## config.mk

```make
export PLATFORM = sky130hd
export DESIGN_NAME = mac_frame_unit
export DESIGN_NICKNAME = d
export VERILOG_FILES = /design/src/rtl/mac_pkg.sv /design/src/rtl/mac_sync_fifo.sv /design/src/rtl/mac_frame_unit.sv
export SDC_FILE = /design/constraint.sdc
export NUM_CORES = 1
export LEC_CHECK = 0
export CORE_ASPECT_RATIO = 1.5
export CORE_MARGIN = 10
export CORE_UTILIZATION = 40
export CTS_CLUSTER_DIAMETER = 200
export CTS_CLUSTER_SIZE = 20
export DETAILED_ROUTE_END_ITERATION = 8
export HOLD_SLACK_MARGIN = 0.15
export PLACE_DENSITY_LB_ADDON = 0.2
export SLEW_MARGIN = 15
export SYNTH_ARGS = -nofsm -noshare
export SYNTH_HDL_FRONTEND = slang
export SYNTH_SLANG_ARGS = --single-unit
```

## constraint.sdc

```tcl
create_clock -name clk -period 8.4 [get_ports clk]
set_input_delay 1.68 -clock clk [delete_from_list [all_inputs] [get_ports clk]]
set_output_delay 1.68 -clock clk [all_outputs]
set_load 0.1 [all_outputs]
```

## src/rtl/mac_pkg.sv

```systemverilog
`default_nettype none
// ============================================================================
// Module      : mac_pkg
// Description : Shared widths, default parameters and FIFO entry type for the
//               multiply-accumulate frame unit.
// Revision    : 1.0 - initial release
// ============================================================================
package mac_pkg;

    localparam int OPND_W        = 4;   // operand width of num1/num2
    localparam int PROD_W        = 8;   // full unsigned product width

    localparam int FRAME_LEN_DEF = 4;
    localparam int ACC_W_DEF     = 10;
    localparam int DEPTH_DEF     = 4;

    // One completed frame as stored in the output FIFO (default widths).
    typedef struct packed {
        logic [ACC_W_DEF-1:0] sum;
        logic                 ovf;
    } mac_entry_t;

endpackage
`default_nettype wire

```

## src/rtl/mac_sync_fifo.sv

```systemverilog
`default_nettype none
// ============================================================================
// Module      : mac_sync_fifo
// Description : Single-clock first-word-fall-through FIFO. The head entry is
//               visible whenever the FIFO is non-empty and reads as zero when
//               empty. Pointers carry one extra bit to tell full from empty.
// Revision    : 1.0 - initial release
// ============================================================================
module mac_sync_fifo
    import mac_pkg::*;
#(
    parameter int  DEPTH = DEPTH_DEF,
    parameter type T     = mac_entry_t
) (
    input  logic                   clk,
    input  logic                   rst,
    input  logic                   push,
    input  T                       push_data,
    input  logic                   pop,
    output T                       head,
    output logic                   empty,
    output logic                   full,
    output logic [$clog2(DEPTH):0] count
);

    localparam int AW = $clog2(DEPTH);

    T             r_mem [DEPTH];
    logic [AW:0]  r_wr_ptr;
    logic [AW:0]  r_rd_ptr;
    logic         w_push;
    logic         w_pop;

    // Writes into a full FIFO and reads from an empty one are ignored.
    assign w_push = push && !full;
    assign w_pop  = pop && !empty;

    assign count  = r_wr_ptr - r_rd_ptr;
    assign empty  = (r_wr_ptr == r_rd_ptr);
    assign full   = (r_wr_ptr[AW] != r_rd_ptr[AW]) &&
                    (r_wr_ptr[AW-1:0] == r_rd_ptr[AW-1:0]);
    assign head   = empty ? T'('0) : r_mem[r_rd_ptr[AW-1:0]];

    // Pointer update; both may move in the same cycle leaving count unchanged.
    always_ff @(posedge clk) begin
        if (rst) begin
            r_wr_ptr <= '0;
            r_rd_ptr <= '0;
        end else begin
            if (w_push) begin
                r_wr_ptr <= r_wr_ptr + (AW+1)'(1);
            end
            if (w_pop) begin
                r_rd_ptr <= r_rd_ptr + (AW+1)'(1);
            end
        end
    end

    // Storage array; contents need no reset since the pointers gate visibility.
    always_ff @(posedge clk) begin
        if (w_push) begin
            r_mem[r_wr_ptr[AW-1:0]] <= push_data;
        end
    end

endmodule
`default_nettype wire

```

## src/rtl/mac_frame_unit.sv

```systemverilog
`default_nettype none
// ============================================================================
// Module      : mac_frame_unit
// Description : Back-pressured multiply-accumulate stage. Registers 4x4
//               products, sums FRAME_LEN of them per frame (modulo 2^ACC_W
//               with a sticky overflow flag) and queues frame sums in an
//               output FIFO drained over a valid/ready handshake.
// Revision    : 1.0 - initial release
// ============================================================================
module mac_frame_unit
    import mac_pkg::*;
#(
    parameter int FRAME_LEN = FRAME_LEN_DEF,
    parameter int ACC_W     = ACC_W_DEF,
    parameter int DEPTH     = DEPTH_DEF
) (
    input  logic                   clk,
    input  logic                   rst,
    input  logic                   in_valid,
    output logic                   in_ready,
    input  logic [OPND_W-1:0]      num1,
    input  logic [OPND_W-1:0]      num2,
    input  logic                   clr,
    output logic                   out_valid,
    input  logic                   out_ready,
    output logic [ACC_W-1:0]       out_sum,
    output logic                   out_ovf,
    output logic [$clog2(DEPTH):0] fifo_count,
    output logic                   busy
);

    localparam int AW    = $clog2(DEPTH);
    localparam int CNT_W = $clog2(FRAME_LEN);

    typedef struct packed {
        logic [ACC_W-1:0] sum;
        logic             ovf;
    } entry_t;

    // Stage 1: registered product
    logic [PROD_W-1:0] r_p;
    logic              r_p_valid;
    logic              r_p_last;
    logic [CNT_W-1:0]  r_cnt;

    // Stage 2: frame accumulator
    logic [ACC_W-1:0]  r_acc;
    logic              r_ovf_sticky;

    logic              w_accept;
    logic              w_cnt_last;
    logic [ACC_W:0]    w_sum;
    logic              w_last_in_s1;
    logic              w_push;
    logic [AW+1:0]     w_occupancy;
    entry_t            w_push_data;
    entry_t            w_head;
    logic              w_empty;
    logic              w_full;
    logic [AW:0]       w_count;

    assign w_accept     = in_valid && in_ready;
    assign w_cnt_last   = (r_cnt == CNT_W'(FRAME_LEN - 1));
    assign w_last_in_s1 = r_p_valid && r_p_last;

    // A frame-closing product already in stage 1 reserves its FIFO slot so a
    // push can never land on a full FIFO.
    assign w_occupancy  = {1'b0, w_count} + {{(AW+1){1'b0}}, w_last_in_s1};
    assign in_ready     = !clr && (w_occupancy < (AW+2)'(DEPTH));

    assign w_sum        = {1'b0, r_acc} + {{(ACC_W+1-PROD_W){1'b0}}, r_p};
    assign w_push       = w_last_in_s1 && !clr && !w_full;
    assign w_push_data  = '{sum: w_sum[ACC_W-1:0], ovf: r_ovf_sticky | w_sum[ACC_W]};

    // Stage 1: capture the product and track the position within the frame.
    always_ff @(posedge clk) begin
        if (rst || clr) begin
            r_p       <= '0;
            r_p_valid <= 1'b0;
            r_p_last  <= 1'b0;
            r_cnt     <= '0;
        end else begin
            r_p_valid <= w_accept;
            if (w_accept) begin
                r_p      <= PROD_W'(num1) * PROD_W'(num2);
                r_p_last <= w_cnt_last;
                r_cnt    <= w_cnt_last ? '0 : r_cnt + CNT_W'(1);
            end
        end
    end

    // Stage 2: accumulate, and restart the frame once its sum is queued.
    always_ff @(posedge clk) begin
        if (rst || clr) begin
            r_acc        <= '0;
            r_ovf_sticky <= 1'b0;
        end else if (r_p_valid) begin
            if (r_p_last) begin
                r_acc        <= '0;
                r_ovf_sticky <= 1'b0;
            end else begin
                r_acc        <= w_sum[ACC_W-1:0];
                r_ovf_sticky <= r_ovf_sticky | w_sum[ACC_W];
            end
        end
    end

    mac_sync_fifo #(
        .DEPTH (DEPTH),
        .T     (entry_t)
    ) u_fifo (
        .clk       (clk),
        .rst       (rst),
        .push      (w_push),
        .push_data (w_push_data),
        .pop       (out_ready),
        .head      (w_head),
        .empty     (w_empty),
        .full      (w_full),
        .count     (w_count)
    );

    assign out_valid  = !w_empty;
    assign out_sum    = w_head.sum;
    assign out_ovf    = w_head.ovf;
    assign fifo_count = w_count;
    assign busy       = r_p_valid || (r_cnt != '0);

endmodule
`default_nettype wire

```

# == Yosys cells after proc, flatten, opt, wreduce, memory -nomap -nowiden ==
# Memory sizes are Yosys's and may differ from the RTL's. A register that Yosys moved wholly into a read port is not among the register bits.
# Cells that the tools add are included.
# word_totals
wordCells,44
regBits,29
out_inout_bits,17
n_memories,1
ramBits,44
# op_classes
magnitude_cmp,1
eq_ne,4
mux,8
reduce_logical,14
n_mul,1
n_addsub,6
bitwise,1
# memory_table
name,words,width,read_ports,rd_ports_with_merged_regs,write_ports,line,rtl
u_fifo.r_mem,4,11,1,1,1,mac_sync_fifo.sv:28,T r_mem [DEPTH];
# op_table
operator,n
$add A10 B8 Y11,1
$mux W11,1
$mux W10,1
$logic_and A1 B1 Y1,8
$mul A4 B4 Y8,1
$add A3 B1 Y3 const B,2
$mux W2,3
$add A3 B1 Y4,1
$lt A4 B3 Y1 const B,1
$eq A3 B3 Y1,1
$logic_not A1 Y1,3
$mux W1,3
$sub A3 B3 Y3,1
$add A2 B1 Y2 const B,1
$eq A2 B2 Y1,1
$eq A2 B2 Y1 const B,1
$logic_or A1 B1 Y1,2
$reduce_bool A2 Y1,1
$ne A1 B1 Y1,1
$or A1 B1 Y1,1

# == Longest topological paths before layout ==
# logic_depth
word_depth,7
mapped_depth,11
depth_no_buf,11

# == Modules after synthesis ==
# A second synthesis with hierarchy kept.
# unflattened
hier_cells,359
area_unflattened_um2,4071.4
# modules_own_cells
mod,instances,area_each_um2,cells_each
mac_sync_fifo,1,2255.9,137
mac_frame_unit,1,1815.5,222

# == Worst setup path before layout ==
# Ideal clock, no wire load.
# synth_timing
path_kind,register to output
from,register u_fifo.r_wr_ptr[0]
to,output port out_sum[0]
n_path_buf,1
path_slack_ps,3940
arrival_ps,2780
required_ps,6720
stages_incl_launch_ff,7
cell_sequence,dfxtp_1 > inv_1 > ha_1 > nand2_1 > or2_2 > clkbuf_1 > and2_1
# synth_via
elab_chain_cells,2
# synth_lines
item,line,rtl
"start, declared",mac_sync_fifo.sv:29,logic [AW:0] r_wr_ptr;
"start signal, assigned",mac_sync_fifo.sv:51,r_wr_ptr <= r_wr_ptr + (AW+1)'(1);
$eq A3 B3 Y1,mac_sync_fifo.sv:39,assign empty = (r_wr_ptr == r_rd_ptr);
$mux W11,mac_sync_fifo.sv:42,assign head = empty ? T'('0) : r_mem[r_rd_ptr[AW-1:0]];
"end, declared",mac_frame_unit.sv:26,"output logic [ACC_W-1:0] out_sum,"
# Every way passes these cells.

# == Worst setup path in the final report ==
# layout_timing
from,input port clr
to,output port in_ready
# layout_via
elab_chain_cells,2
# layout_lines
item,line,rtl
"start, declared",mac_frame_unit.sv:23,"input logic clr,"
$logic_not A1 Y1,mac_frame_unit.sv:69,assign in_ready = !clr && (w_occupancy < (AW+2)'(DEPTH));
$logic_and A1 B1 Y1,mac_frame_unit.sv:69,
"end, declared",mac_frame_unit.sv:20,"output logic in_ready,"
# Every way passes these cells.

==> results.py <==
metrics = {
    "floorplan": {
        "rows": 44,
        "die_w_um": 100.5,
        "fp.coreArea_um2": 9579,
        "fp.dieArea_um2": 14140,
        "start_util_pct": 40.56,
        "die_y_um": 140.7,
        "io_pins": 30,
    },
    "job": {
        "maxCapViolations": 0,
    },
    "place": {
        "dp_slack_ns": 2.979,
        "finalWeightedCongestion": 0.7842,
        "dp_hpwl_mm": 5.673,
        "dp_cells": 462,
        "port_buffers": 29,
    },
    "drt": {
        "num_vias": 2484,
        "first_iter_violations": 97,
        "routed_via_density": 5.197,
        "antenna_left": 0,
        "drc": 0,
        "wl_per_cell_um": 15.75,
        "wl_mm": 7.527,
        "first_pass_iters": 4,
    },
    "synthesis": {
        "ys_dominant_reg_cell": "edfxtp_1",
        "seq_area_frac_synth_pct": 49.98,
        "synth_area_leaders": "edfxtp_1 34%, dfxtp_1 16%, ha_1 9.3%",
        "synth_fp_nets": 377,
        "syn_area_um2": 3885,
        "ys_async_sr_fraction_pct": 0,
        "synthCells": 329,
        "synth_top_area_share_pct": 34.01,
        "ys_ff_latch": 75,
        "yosys_warnings": 0,
        "avgSynthCellArea_um2": 11.81,
        "synth_edf_count": 44,
        "ys_types": 45,
        "synth_area_leader_cell": "edfxtp_1",
    },
    "clocking": {
        "cts_tree": "built",
        "cts_hold_buf": 0,
        "cts_buffer_depth": 2,
        "clock_latency_ns": 0.33,
        "path_clk_slew_ns": 0.05,
        "h-tree-depth": 3,
        "cts_setup_buffers": 0,
        "numCtsBuffers": 9,
        "cts_repair_resize_count": 0,
        "clkSinkCount": 75,
        "root_buffer": "clkbuf_16",
    },
    "worst_setup_path": {
        "cp-start-kind": "input pin",
        "cp-end-kind": "output pin",
        "cp_cell_sequence": "clkdlybuf4s50_1 -> nor3_4 -> clkdlybuf4s50_1",
        "crit_top_cell": "clkdlybuf4s50_1",
        "cp.required_ns": 6.72,
        "arrival_ns": 3.73,
        "slowest_delay_ns": 1.20,
        "slowest_stage": "clkdlybuf4s50_1",
        "ff2ff_path_depth": 8,
        "path_max_fanout": 5,
        "path_class": "in -> out",
    },
    "grt": {
        "grt_max_degree": 19,
        "antenna_found_initial": 0,
        "grt-ovfl-total": 0,
        "grt_pass1_wl_mm": 12.79,
        "grt_pass1_vias": 2623,
        "grtUsageTotal_pct": 11.42,
    },
    "power": {
        "p_per_area_nw_per_um2": 174.0,
        "p_int_uw": 619.2,
        "p_leak_nw": 1.785,
        "p_seq_share_pct": 49.2,
        "total_power_uw": 791.4,
        "power_frac_comb_pct": 7.1,
        "ir_drop_uv": 98.83,
        "swShare_pct": 21.75,
        "p_switching_uw": 172.1,
        "clock_power_share_pct": 43.7,
    },
    "sta": {
        "min_period_ns": 5.410,
        "relSlewSlack_pct": 34.75,
        "fin_ws_ns": 2.990,
        "slew_viol_final": 0,
        "setup_tns_ns": 0,
        "clock_skew_ns": 0.007126,
        "rsz0062_at_grt": "false",
        "tightest_slew_ns": 0.9757,
        "fmax_mhz": 184.9,
        "min_period_over_period_pct": 64.40,
        "setup_violations": 0,
        "final-hold-violation-count": 0,
    },
    "cells_and_area": {
        "final_cell_mix": "44 x edfxtp_1, 31 x dfxtp_1, 29 x ha_1, 29 x clkdlybuf4s50_1, 27 x nor2_1",
        "layout.cells.non_filler": 478,
        "final_common_cell": "edfxtp_1",
        "fin_nets": 406,
        "syn_to_final_growth_pct": 17.07,
        "antenna_cells": 0,
        "layout-drive-gt1-share_pct": 9.091,
    },
    "hold_path": {
        "hold_class": "reg -> reg",
        "worstHoldPathCells": 2,
    },
    "outcome": {
        "status": "finished clean",
    },
}
power groups by stage:
| stage | Clock (mW) | Combinational (mW) | Sequential (mW) |
|---|---|---|---|
| after floorplan | 0 | 0.0393 | 0.397 |
| after global placement | 0 | 0.0547 | 0.397 |
| after detailed placement | 0 | 0.0560 | 0.397 |
| after CTS | 0.355 | 0.0566 | 0.390 |
| after global routing | 0.374 | 0.0631 | 0.390 |
| final | 0.346 | 0.0559 | 0.390 |
area by class of cell:
class                      count  area [um^2]
timing repair buffer          29        290.3
multi-input combinational    222         1821
fill                         906         5031
tap                          115        143.9
clock buffer                  12        246.5
inverter                      21        78.83
clock inverter                 4        26.28
sequential                    75         1942
metal layers:
layer / GRT usage, % / part of all wire, % / wire (um)
met1: 12.01 / 41 / 3062
met2: 20.50 / 54 / 4095
met4: 5.970 / 2.1 / 159
met5: 0 / 0 / 0
met3: 2.397 / 2.8 / 210
cells by family after synthesis:
family,Yosys count,share of synthesized area (%)
xor gates and xnor gates,14,3.543
adders and majority gates,35,12.43
and+or+nand+nor,103,14.04
DFF,75,49.98
buffers and inverters,32,3.156
AOI/OAI and AO/OA,51,8.406
muxes,19,8.438
flip-flops by register name, indices dropped and copies added (netlist names), named ones only:
name / cells
u_fifo.r_mem: 44
r_acc: 10
r_p: 8
u_fifo.r_rd_ptr: 3
u_fifo.r_wr_ptr: 3
r_cnt: 2
r_ovf_sticky: 1
r_p_last: 1
r_p_valid: 1
critical path: cells and delay by family:
family	cells	cell delay, ns
buf+inv	2	1.71
simple gates	1	0.34
worst paths after layout:
path                                                 from                      endpoint  slack (ns)
worst max register to register        r_p[0]$_SDFFE_PP0P_  u_fifo.r_mem[1][0]$_DFFE_PP_        5.77
worst min-delay path            r_ovf_sticky$_SDFFE_PP0P_     r_ovf_sticky$_SDFFE_PP0P_        0.45
worst min register to register  r_ovf_sticky$_SDFFE_PP0P_     r_ovf_sticky$_SDFFE_PP0P_        0.45
worst max-delay path                                  clr                      in_ready        2.99
Yosys cell counts, drive strengths merged (7+ instances only):
cell	count
clkbuf	9
mux4	11
nand2	19
mux2i	8
nor2	27
xnor2	8
o21ai	7
inv	21
and2	25
ha	29
edfxtp	44
dfxtp	31
a21oi	19
metrics by stage:
step | utilization, % | instance area (um^2) | hold WS [ns]
floorplan | - | 3885 | 0.4206
global placement | 44.63 | 4275 | 0.4484
detailed placement | 44.63 | 4275 | 0.4485
CTS | 47.48 | 4548 | 0.4583
global route | 47.48 | 4548 | 0.4895
finish | 47.48 | 4548 | 0.4493
(Power assumes the default switching activity.)
